$ cat config.mk
export PLATFORM = sky130hd
export DESIGN_NAME = calc_op_sequencer_flat
export DESIGN_NICKNAME = d
export VERILOG_FILES = /design/src/rtl/calc_op_sequencer_if.sv /design/src/rtl/calc_op_sequencer.sv /design/src/flat_wrapper.sv
export SDC_FILE = /design/constraint.sdc
export NUM_CORES = 1
export LEC_CHECK = 0
export CORE_UTILIZATION = 58
export DETAILED_ROUTE_END_ITERATION = 8
export PLACE_DENSITY = 0.81
export SLEW_MARGIN = 20
export SYNTH_ARGS = -nofsm -noshare
export SYNTH_HDL_FRONTEND = slang
export SYNTH_SLANG_ARGS = --single-unit
export TNS_END_PERCENT = 50
$ cat constraint.sdc
create_clock -name clk -period 4.4 [get_ports clk]
set_input_delay 0.66 -clock clk [delete_from_list [all_inputs] [get_ports clk]]
set_output_delay 0.66 -clock clk [all_outputs]
set_load 0.05 [all_outputs]
$ cat src/rtl/calc_op_sequencer_if.sv
// Request/response channel between the calculator control FSM and calc_op_sequencer.
// The master drives requests and rsp_ready. The slave (the sequencer) drives everything else.
interface calc_op_sequencer_if;
  logic        req_valid;
  logic        req_ready;
  logic [1:0]  req_op;
  logic [34:0] req_acc;
  logic [24:0] req_arg;
  logic        rsp_valid;
  logic        rsp_ready;
  logic [34:0] rsp_result;
  logic        rsp_error;
  logic        busy;

  modport master (
    output req_valid, req_op, req_acc, req_arg, rsp_ready,
    input  req_ready, rsp_valid, rsp_result, rsp_error, busy
  );

  modport slave (
    input  req_valid, req_op, req_acc, req_arg, rsp_ready,
    output req_ready, rsp_valid, rsp_result, rsp_error, busy
  );
endinterface

$ cat src/rtl/calc_op_sequencer.sv
// Multi-cycle add/sub/mul/div sequencer with fixed-point scaling by 1000 for the keypad calculator.
// Define CALC_SEQ_ROUND_EN to make the scaling divide round half away from zero instead of truncating.
module calc_op_sequencer (
  input  logic              clk,
  input  logic              rst_n,
  calc_op_sequencer_if.slave bus
);
  typedef enum logic [2:0] {S_IDLE, S_ADDSUB, S_MUL, S_DIV, S_CHECK, S_RESP} state_e;
  typedef enum logic [1:0] {OP_PLUS, OP_MINUS, OP_MUL, OP_DIV} op_e;

  localparam logic signed [64:0] MAX_RESULT = 65'sd9999000;
  localparam logic signed [64:0] MIN_RESULT = -65'sd999000;

  state_e      state_q, state_d;
  logic [5:0]  cnt_q, cnt_d;
  // Product accumulator during MUL, then the dividend/quotient shift register during DIV.
  logic [63:0] work_q, work_d;
  logic [63:0] mcand_q, mcand_d;
  logic [24:0] mplier_q, mplier_d;
  logic [24:0] divisor_q, divisor_d;
  logic [25:0] rem_q, rem_d;
  logic        sign_q, sign_d;
  logic        sub_q, sub_d;
  logic        muldiv_q, muldiv_d;
  logic        dbz_q, dbz_d;
  logic [34:0] result_q, result_d;
  logic        error_q, error_d;

  op_e         req_op_e;
  logic [34:0] acc_abs;
  logic [24:0] arg_abs;
  logic [63:0] acc_abs_w;
  logic [63:0] acc_x1000;
  logic [63:0] div_bias;
  logic [63:0] mul_bias;

  assign req_op_e  = op_e'(bus.req_op);
  assign acc_abs   = bus.req_acc[34] ? 35'(-bus.req_acc) : bus.req_acc;
  assign arg_abs   = bus.req_arg[24] ? 25'(-bus.req_arg) : bus.req_arg;
  assign acc_abs_w = {29'd0, acc_abs};
  assign acc_x1000 = (acc_abs_w << 10) - (acc_abs_w << 4) - (acc_abs_w << 3);

`ifdef CALC_SEQ_ROUND_EN
  assign div_bias = {40'd0, arg_abs[24:1]};
  assign mul_bias = 64'd500;
`else
  assign div_bias = 64'd0;
  assign mul_bias = 64'd0;
`endif

  // Datapath step terms.
  logic [63:0] partial;
  logic [25:0] rem_shift;
  logic [25:0] rem_sub;
  logic        q_bit;
  logic [35:0] add_a, add_b, sum;
  logic signed [64:0] full_s;

  assign partial   = mplier_q[0] ? mcand_q : 64'd0;
  assign rem_shift = {rem_q[24:0], work_q[63]};
  assign q_bit     = rem_shift >= {1'b0, divisor_q};
  assign rem_sub   = rem_shift - {1'b0, divisor_q};
  assign add_a     = {mcand_q[34], mcand_q[34:0]};
  assign add_b     = {{11{mplier_q[24]}}, mplier_q};
  assign sum       = sub_q ? (add_a - add_b) : (add_a + add_b);

  always_comb begin
    if (!muldiv_q)   full_s = $signed({work_q[63], work_q});
    else if (sign_q) full_s = -$signed({1'b0, work_q});
    else             full_s = $signed({1'b0, work_q});
  end

  // State register and datapath registers.
  // NOTE: every register, including the wide datapath, is cleared by rst_n so an aborted op leaves nothing behind.
  always_ff @(posedge clk or negedge rst_n) begin
    if (!rst_n) begin
      state_q   <= S_IDLE;
      cnt_q     <= '0;
      work_q    <= '0;
      mcand_q   <= '0;
      mplier_q  <= '0;
      divisor_q <= '0;
      rem_q     <= '0;
      sign_q    <= 1'b0;
      sub_q     <= 1'b0;
      muldiv_q  <= 1'b0;
      dbz_q     <= 1'b0;
      result_q  <= '0;
      error_q   <= 1'b0;
    end else begin
      // NOTE: non-blocking assignments so every register samples the pre-edge values of the others.
      state_q   <= state_d;
      cnt_q     <= cnt_d;
      work_q    <= work_d;
      mcand_q   <= mcand_d;
      mplier_q  <= mplier_d;
      divisor_q <= divisor_d;
      rem_q     <= rem_d;
      sign_q    <= sign_d;
      sub_q     <= sub_d;
      muldiv_q  <= muldiv_d;
      dbz_q     <= dbz_d;
      result_q  <= result_d;
      error_q   <= error_d;
    end
  end

  // Next-state logic.
  always_comb begin
    // NOTE: default first so no path through the case leaves state_d unassigned (no latch).
    state_d = state_q;
    unique case (state_q)
      S_IDLE: begin
        if (bus.req_valid) begin
          unique case (req_op_e)
            OP_PLUS, OP_MINUS: state_d = S_ADDSUB;
            OP_MUL:            state_d = S_MUL;
            OP_DIV:            state_d = (bus.req_arg == 25'd0) ? S_ADDSUB : S_DIV;
            default:           state_d = S_IDLE;
          endcase
        end
      end
      S_ADDSUB: state_d = S_CHECK;
      S_MUL:    if (cnt_q == 6'd24) state_d = S_DIV;
      S_DIV:    if (cnt_q == 6'd63) state_d = S_CHECK;
      S_CHECK:  state_d = S_RESP;
      S_RESP:   if (bus.rsp_ready) state_d = S_IDLE;
      default:  state_d = S_IDLE;
    endcase
  end

  // Datapath next-value logic.
  always_comb begin
    cnt_d     = cnt_q;
    work_d    = work_q;
    mcand_d   = mcand_q;
    mplier_d  = mplier_q;
    divisor_d = divisor_q;
    rem_d     = rem_q;
    sign_d    = sign_q;
    sub_d     = sub_q;
    muldiv_d  = muldiv_q;
    dbz_d     = dbz_q;
    result_d  = result_q;
    error_d   = error_q;
    unique case (state_q)
      S_IDLE: begin
        if (bus.req_valid) begin
          sign_d    = bus.req_acc[34] ^ bus.req_arg[24];
          sub_d     = (req_op_e == OP_MINUS);
          dbz_d     = (req_op_e == OP_DIV) && (bus.req_arg == 25'd0);
          muldiv_d  = (req_op_e == OP_MUL) || ((req_op_e == OP_DIV) && (bus.req_arg != 25'd0));
          cnt_d     = '0;
          rem_d     = '0;
          divisor_d = arg_abs;
          // ADD/SUB reuse mcand/mplier to hold the raw signed operands.
          mcand_d   = {{29{bus.req_acc[34]}}, bus.req_acc};
          mplier_d  = bus.req_arg;
          work_d    = '0;
          if (req_op_e == OP_MUL) begin
            mcand_d  = acc_abs_w;
            mplier_d = arg_abs;
          end else if (req_op_e == OP_DIV) begin
            work_d   = acc_x1000 + div_bias;
          end
        end
      end
      S_ADDSUB: work_d = dbz_q ? 64'd0 : {{28{sum[35]}}, sum};
      S_MUL: begin
        work_d   = work_q + partial;
        mcand_d  = mcand_q << 1;
        mplier_d = mplier_q >> 1;
        cnt_d    = cnt_q + 6'd1;
        if (cnt_q == 6'd24) begin
          work_d    = work_q + partial + mul_bias;
          cnt_d     = '0;
          rem_d     = '0;
          divisor_d = 25'd1000;
        end
      end
      S_DIV: begin
        work_d = {work_q[62:0], q_bit};
        rem_d  = q_bit ? rem_sub : rem_shift;
        cnt_d  = cnt_q + 6'd1;
      end
      S_CHECK: begin
        result_d = full_s[34:0];
        error_d  = dbz_q || (full_s > MAX_RESULT) || (full_s < MIN_RESULT);
      end
      default: ;
    endcase
  end

  // Outputs: decodes of state_q plus registered result/error.
  always_comb begin
    bus.req_ready = (state_q == S_IDLE);
    bus.busy      = (state_q != S_IDLE);
    bus.rsp_valid = (state_q == S_RESP);
  end

  assign bus.rsp_result = result_q;
  assign bus.rsp_error  = error_q;
endmodule
$ cat src/flat_wrapper.sv
// flat-port wrapper written by rule: the top's interface ports become plain ports
module calc_op_sequencer_flat 
  (clk, rst_n, bus_req_valid, bus_req_op, bus_req_acc, bus_req_arg, bus_rsp_ready, bus_req_ready, bus_rsp_valid, bus_rsp_result, bus_rsp_error, bus_busy);
  calc_op_sequencer_if bus_i ();
  input  logic clk;
  input  logic rst_n;
  input wire logic [$bits(bus_i.req_valid)-1:0] bus_req_valid;
  input wire logic [$bits(bus_i.req_op)-1:0] bus_req_op;
  input wire logic [$bits(bus_i.req_acc)-1:0] bus_req_acc;
  input wire logic [$bits(bus_i.req_arg)-1:0] bus_req_arg;
  input wire logic [$bits(bus_i.rsp_ready)-1:0] bus_rsp_ready;
  output wire logic [$bits(bus_i.req_ready)-1:0] bus_req_ready;
  output wire logic [$bits(bus_i.rsp_valid)-1:0] bus_rsp_valid;
  output wire logic [$bits(bus_i.rsp_result)-1:0] bus_rsp_result;
  output wire logic [$bits(bus_i.rsp_error)-1:0] bus_rsp_error;
  output wire logic [$bits(bus_i.busy)-1:0] bus_busy;
  assign bus_i.req_valid = bus_req_valid;
  assign bus_i.req_op = bus_req_op;
  assign bus_i.req_acc = bus_req_acc;
  assign bus_i.req_arg = bus_req_arg;
  assign bus_i.rsp_ready = bus_rsp_ready;
  assign bus_req_ready = bus_i.req_ready;
  assign bus_rsp_valid = bus_i.rsp_valid;
  assign bus_rsp_result = bus_i.rsp_result;
  assign bus_rsp_error = bus_i.rsp_error;
  assign bus_busy = bus_i.busy;
  calc_op_sequencer u_core (.clk(clk), .rst_n(rst_n), .bus(bus_i));
endmodule
== Yosys cells after proc, flatten, opt, wreduce, memory -nomap -nowiden ==
Index checks and enable logic that the tools add are counted.

* Output and inout bits: 39
* Logic and storage cells: 96
* Input bits: 66
* Flip-flop bits (word level): 252

* Equality and inequality tests: 14
* $lt $le $gt $ge: 3
* Bitwise gates (word level): 1
* Multiplexer cells: 34
* Reduce and logical (&&, ||, !) cells: 21
* $add $sub $neg: 10

{| class="wikitable"
|+ Operators with widths
! operator !! count
|-
| $mux W64 || 7
|-
| $pmux W64 S4 || 1
|-
| $mux W25 || 8
|-
| $mux W65 || 2
|-
| $pmux W64 S2 || 1
|-
| $pmux W25 S2 || 2
|-
| $pmux W25 S3 || 1
|-
| $gt A65 B25 Y1 const B || 1
|-
| $lt A65 B21 Y1 const B || 1
|-
| $neg A64 Y65 || 1
|-
| $add A64 B64 Y64 || 1
|-
| $sub A64 B38 Y64 || 1
|-
| $sub A45 B39 Y46 || 1
|-
| $add A35 B25 Y36 || 1
|-
| $mux W36 || 1
|-
| $sub A35 B25 Y36 || 1
|-
| $mux W35 || 1
|-
| $neg A35 Y35 || 1
|-
| $ge A26 B25 Y1 || 1
|-
| $logic_not A25 Y1 || 1
|-
| $neg A25 Y25 || 1
|-
| $reduce_bool A25 Y1 || 1
|-
| $sub A25 B25 Y25 || 1
|-
| $pmux W3 S6 || 1
|-
| other kinds (27) || 44
|}

== Logic depth before layout (Yosys ltp) ==
* Word-level depth: 8
* Gate-level depth with buffers: 35
* Mapped depth without buffers: 33

== Worst setup path after synthesis ==
Ideal clock, no wire load.

* Path kind: input -> register
* Start: input bus_req_acc[0]
* End: register u_core.work_q[42]
* Arrival: 6.580 ns
* Stages: 34
* Path slack: -2.326 ns
* Path buffers: 2
* Data required time: 4.254 ns
* Setup time: 0.146 ns
* Cells stage by stage: buf_2 inv_1 ha_1 nand2_1 or3_1 nor2_1 nand2_1 o31ai_1 xnor2_1 inv_1 ha_1 clkbuf_1 a21oi_1 nand2_1 or3_1 nor3_1 nor3_1 a21o_1 a21o_1 a21oi_1 xnor2_1 ha_1 a21o_1 a21o_1 a21o_1 a21o_1 a21o_1 a21oi_1 nor2_1 nor4_1 o21ai_0 nor3_1 xnor2_1 o211ai_1

* Longest elaborated chain between the ends: 8

{| class="wikitable"
|+ RTL lines
! element !! line !! RTL
|-
| from (decl) || flat_wrapper.sv:9 || <nowiki>input wire logic [$bits(bus_i.req_acc)-1:0] bus_req_acc;</nowiki>
|-
| $neg A35 Y35 || calc_op_sequencer.sv:38 || <nowiki>assign acc_abs = bus.req_acc[34] ? 35'(-bus.req_acc) : bus.req_acc;</nowiki>
|-
| $mux W35 (*) || calc_op_sequencer.sv:38 ||
|-
| $sub A45 B39 Y46 || calc_op_sequencer.sv:41 || <nowiki>assign acc_x1000 = (acc_abs_w << 10) - (acc_abs_w << 4) - (acc_abs_w << 3);</nowiki>
|-
| $sub A64 B38 Y64 (*) || calc_op_sequencer.sv:41 ||
|-
| $mux W64 (*) || calc_op_sequencer.sv:163 || <nowiki>end else if (req_op_e == OP_DIV) begin</nowiki>
|-
| $mux W64 (*) || calc_op_sequencer.sv:160 || <nowiki>if (req_op_e == OP_MUL) begin</nowiki>
|-
| $mux W64 (*) || calc_op_sequencer.sv:148 || <nowiki>if (bus.req_valid) begin</nowiki>
|-
| $pmux W64 S4 (*) || calc_op_sequencer.sv:146 || <nowiki>unique case (state_q)</nowiki>
|-
| to (signal assigned) || calc_op_sequencer.sv:94 || <nowiki>work_q <= work_d;</nowiki>
|-
| to (decl) || calc_op_sequencer.sv:17 || <nowiki>logic [63:0] work_q, work_d;</nowiki>
|}

Mark *: on every way between the ends. The rest lies on a longest branch, timed or not. The select of a mux whose other input is x is not followed.
A chain may end at the register's enable or synchronous reset.

== Worst setup path after layout ==
* Start: input bus_req_acc[3]
* End: register u_core.work_q[60]

The elaborated chain is that of the path after synthesis.

==> metrics.md <==
| Metric | Value |
|---|---|
| Starting Density | `0.593` |
| Maximum vdd ir drop | `0.000617 V` |
| FF-to-FF Start | `u_core.mplier_q[10]` |
| CTS tree | `yes` |
| Post-DP HPWL | `79.1 mm` |
| Clock Latency Late Sink | `0.60 ns` |
| Switching Fraction | `0.498` |
| Post-Layout Cell Count | `4769` |
| Area grow syn2layout | `31.9%` |
| Post-Place Worst Slack | `-2.74 ns` |
| Arr. time, crit path | `6.27 ns` |
| Mapped Cells | `3457` |
| Placed cell areas | `33600 sq um` |
| Root Driver | `clkbuf_16` |
| Initial antenna violation count | `1` |
| Synth Register Bits | `252` |
| Hold buffers post-CTS | `0` |
| NetSw | `13.4 mW` |
| Critical path's slowest cell | `or3_4` |
| Crit end category | `flop` |
| DR vias/cell | `6.53` |
| Syn avg cell area | `7.85 sq um` |
| Failing checks | `design-rule violations, negative setup slack` |
| Fillers | `3267` |
| Max Slew Vio Count | `0` |
| Final Util | `0.782` |
| Layout cells sized above 1 | `0.243` |
| Final Power | `26.9 mW` |
| Fin crit share | `1.32` |
| Largest area contributor in the netlist | `dfrtp_1` |
| Endpoints failing setup | `45` |
| Gr usage total | `0.422` |
| Most frequent CP cell | `buf_4` |
| Boundary Pins | `105` |
| Top-area cell type share of the netlist area | `0.232` |
| Internal power component | `13.5 mW` |
| GP Congestion | `1.02` |
| Largest stage delay, worst path | `0.37 ns` |
| DIE HEIGHT | `218 microns` |
| First-pass GRT wire length | `161 mm` |
| Fin crit period | `5.81 ns` |
| Largest net degree at the start of global routing | `121` |
| Final worst slack | `-1.41 ns` |
| Nets | `4406` |
| CTS Buf Count | `29` |
| Mapped Nets | `3716` |
| Status | `complete, but fails checks` |
| Crit Path Max Fanout | `4` |
| DRT Wirelength | `103 mm` |
| Die area | `47700 sq um` |
| Distinct cells, synth | `112` |
| Reg2Reg Depth | `22` |
| Startpoint types | `primary input` |
| Pre-antenna DRT Iters | `9` |
| Final Hold Fails | `0` |
| Worst Tran Pin Value | `1.06 ns` |
| Vias in the first global route | `30300` |
| H-tree levels | `1` |
| Vias | `31200` |
| Seq/Total Area, Yosys | `0.232` |
| Max Freq | `172 MHz` |
| # diodes | `0` |
| Number of port buffers | `104` |
| Worst Clk Skew | `0.0183 ns` |
| Power per cell area | `752 nW/um^2` |
| Max_cap viols | `0` |
| Slew HR | `0.278` |
| Number of flops mapped to enable cells by yosys | `0` |
| Register clock-pin slew on the reported worst setup and hold paths | `0.07 ns` |
| Synth Cell Area | `27100 sq um` |
| Min-Delay Path Class | `in -> async` |
| Clock share of power | `0.101` |
| Finished Cell Area | `35800 sq um` |
| CTS Buffer Depth | `3` |
| RSZ-0062 raised after global routing | `yes` |
| DRT iter0 DRCs | `3649` |
| Num Clock Sinks | `252` |
| Setup CP Type | `in -> reg` |
| Rows | `78` |
| Post-Place Cells | `4654` |
| Detail Route Antenna Nets | `0` |
| DRC | `15` |
| CP Data Required Time | `4.86 ns` |
| Area contributors post-synth | `dfrtp_1 23%, ha_1 8.8%, xnor2_1 6.6%, o21ai_0 5.3%, xor2_1 4.9%` |
| Worst reg-to-reg setup slack | `-0.73 ns` |
| Commonest non-fill, non-tap cell in the layout | `buf_4` |
| FFs w/ async S/R, synth | `1.00` |
| Top FF cell, synth | `dfrtp_1` |
| P_leak | `16.4 nW` |
| R2r endpoint | `u_core.work_q[60]` |
| CORE AREA | `45800 sq um` |
| Die W | `218 microns` |
| Most frequent cells in the layout | `726 x buf_4, 330 x nand2_1, 267 x o21ai_0` |
| Routed length per placed instance | `21.6 microns` |
| Reg power frac | `0.168` |
| GRT overflow | `0` |
| Ys Warns | `0` |
| Combinational share of power | `0.731` |
-- metal layers --
layer	global-route usage	vias to the layer above	wire [microns]
met1	0.551	14800	41200
met2	0.688	1857	46600
met3	0.0742	352	10700
li1	-	14200	-
met4	0.173	2	4620
met5	0	-	7
-- flip-flops by register name, indices dropped and copies added, names as in the netlist, 3 cells and up --
register	cells
u_core.bus.rsp_result	35
u_core.cnt_q	6
u_core.divisor_q	25
u_core.mcand_q	64
u_core.mplier_q	25
u_core.rem_q	25
u_core.state_q	3
u_core.work_q	64
-- cell type report --
| cell class | instances | area [sq um] | area share |
|---|---|---|---|
| tap | 600 | 751 | 0.0210 |
| inverter | 128 | 484 | 0.0135 |
| multi-input combinational | 2884 | 20400 | 0.571 |
| clock inverter | 16 | 246 | 0.00688 |
| timing repair buffer | 852 | 6780 | 0.189 |
| clock buffer | 37 | 806 | 0.0225 |
| sequential | 252 | 6310 | 0.176 |
-- cells in the mapped netlist (all sizes together), types with 77 or more instances --
cell and n:
clkbuf 163, and2 87, xor2 154, nor2 208, ha 190, xnor2 206
nand3 79, a21o 109, nor3 77, o21ai 295, inv 127, a22oi 77
nand2 340, dfrtp 252, a21oi 264
-- worst max-delay path by stage --
stage              startpoint                end  slack (ns)  cells after the start
5_1_grt        bus_req_acc[3]  u_core.work_q[44]       -1.64                     32
3_5_place_dp   bus_req_acc[5]  u_core.work_q[50]       -2.74                     33
3_3_place_gp   bus_req_acc[5]  u_core.work_q[50]       -2.62                     33
2_1_floorplan  bus_req_acc[5]  u_core.work_q[42]       -1.95                     33
6_report       bus_req_acc[3]  u_core.work_q[60]       -1.41                     33
4_1_cts        bus_req_acc[3]  u_core.work_q[50]       -1.48                     33
-- power groups by stage --
stage	registers, mW	clock network, mW	logic (mW)
after global placement	4.40	0	17.8
after floorplan	4.51	0	11.3
after detailed placement	4.46	0	18.4
after global routing	4.59	2.80	21.1
final	4.54	2.71	19.7
after CTS	4.44	2.71	18.8
-- worst max-delay path: cells and delay by family --
kind | cells | cell delay, ns
AO/OA/AOI/OAI | 10 | 1.83
adder cells (fa/ha/maj) | 2 | 0.59
XOR/XNOR | 2 | 0.25
AND/OR/NAND/NOR | 14 | 2.27
buffers and inverters | 5 | 0.62
-- stage by stage --
| step | TNS [ns] | hold slack (ns) |
|---|---|---|
| after floorplan | -61.15 | 0.364 |
| after global placement | -104.94 | 0.463 |
| after detailed placement | -111.69 | 0.472 |
| after CTS | -49.80 | 0.192 |
| after global routing | -61.13 | 0.235 |
| final | -50.29 | 0.149 |
-- repair_timing --
| item | 4_1_cts | 5_1_grt |
|---|---|---|
| setup endpoints to repair | 49 | 56 |
| setup buffers | 40 | 25 |
| pin swaps | 69 | 81 |
| gates resized for setup | 121 | 71 |
| endpoints found under the hold margin | 0 | 0 |
-- logic make-up (layout without fill, tap and decap cells) --
family	Yosys count	after routing	share of synthesized area
buf+inv	321	1033	0.0456
mux	23	23	0.00867
simple gates	1116	1116	0.212
flops	252	252	0.232
fa+ha+maj	200	200	0.0925
compound gates	1184	1184	0.291
xor+xnor	361	361	0.119
Power figures use the tool's default switching activity.
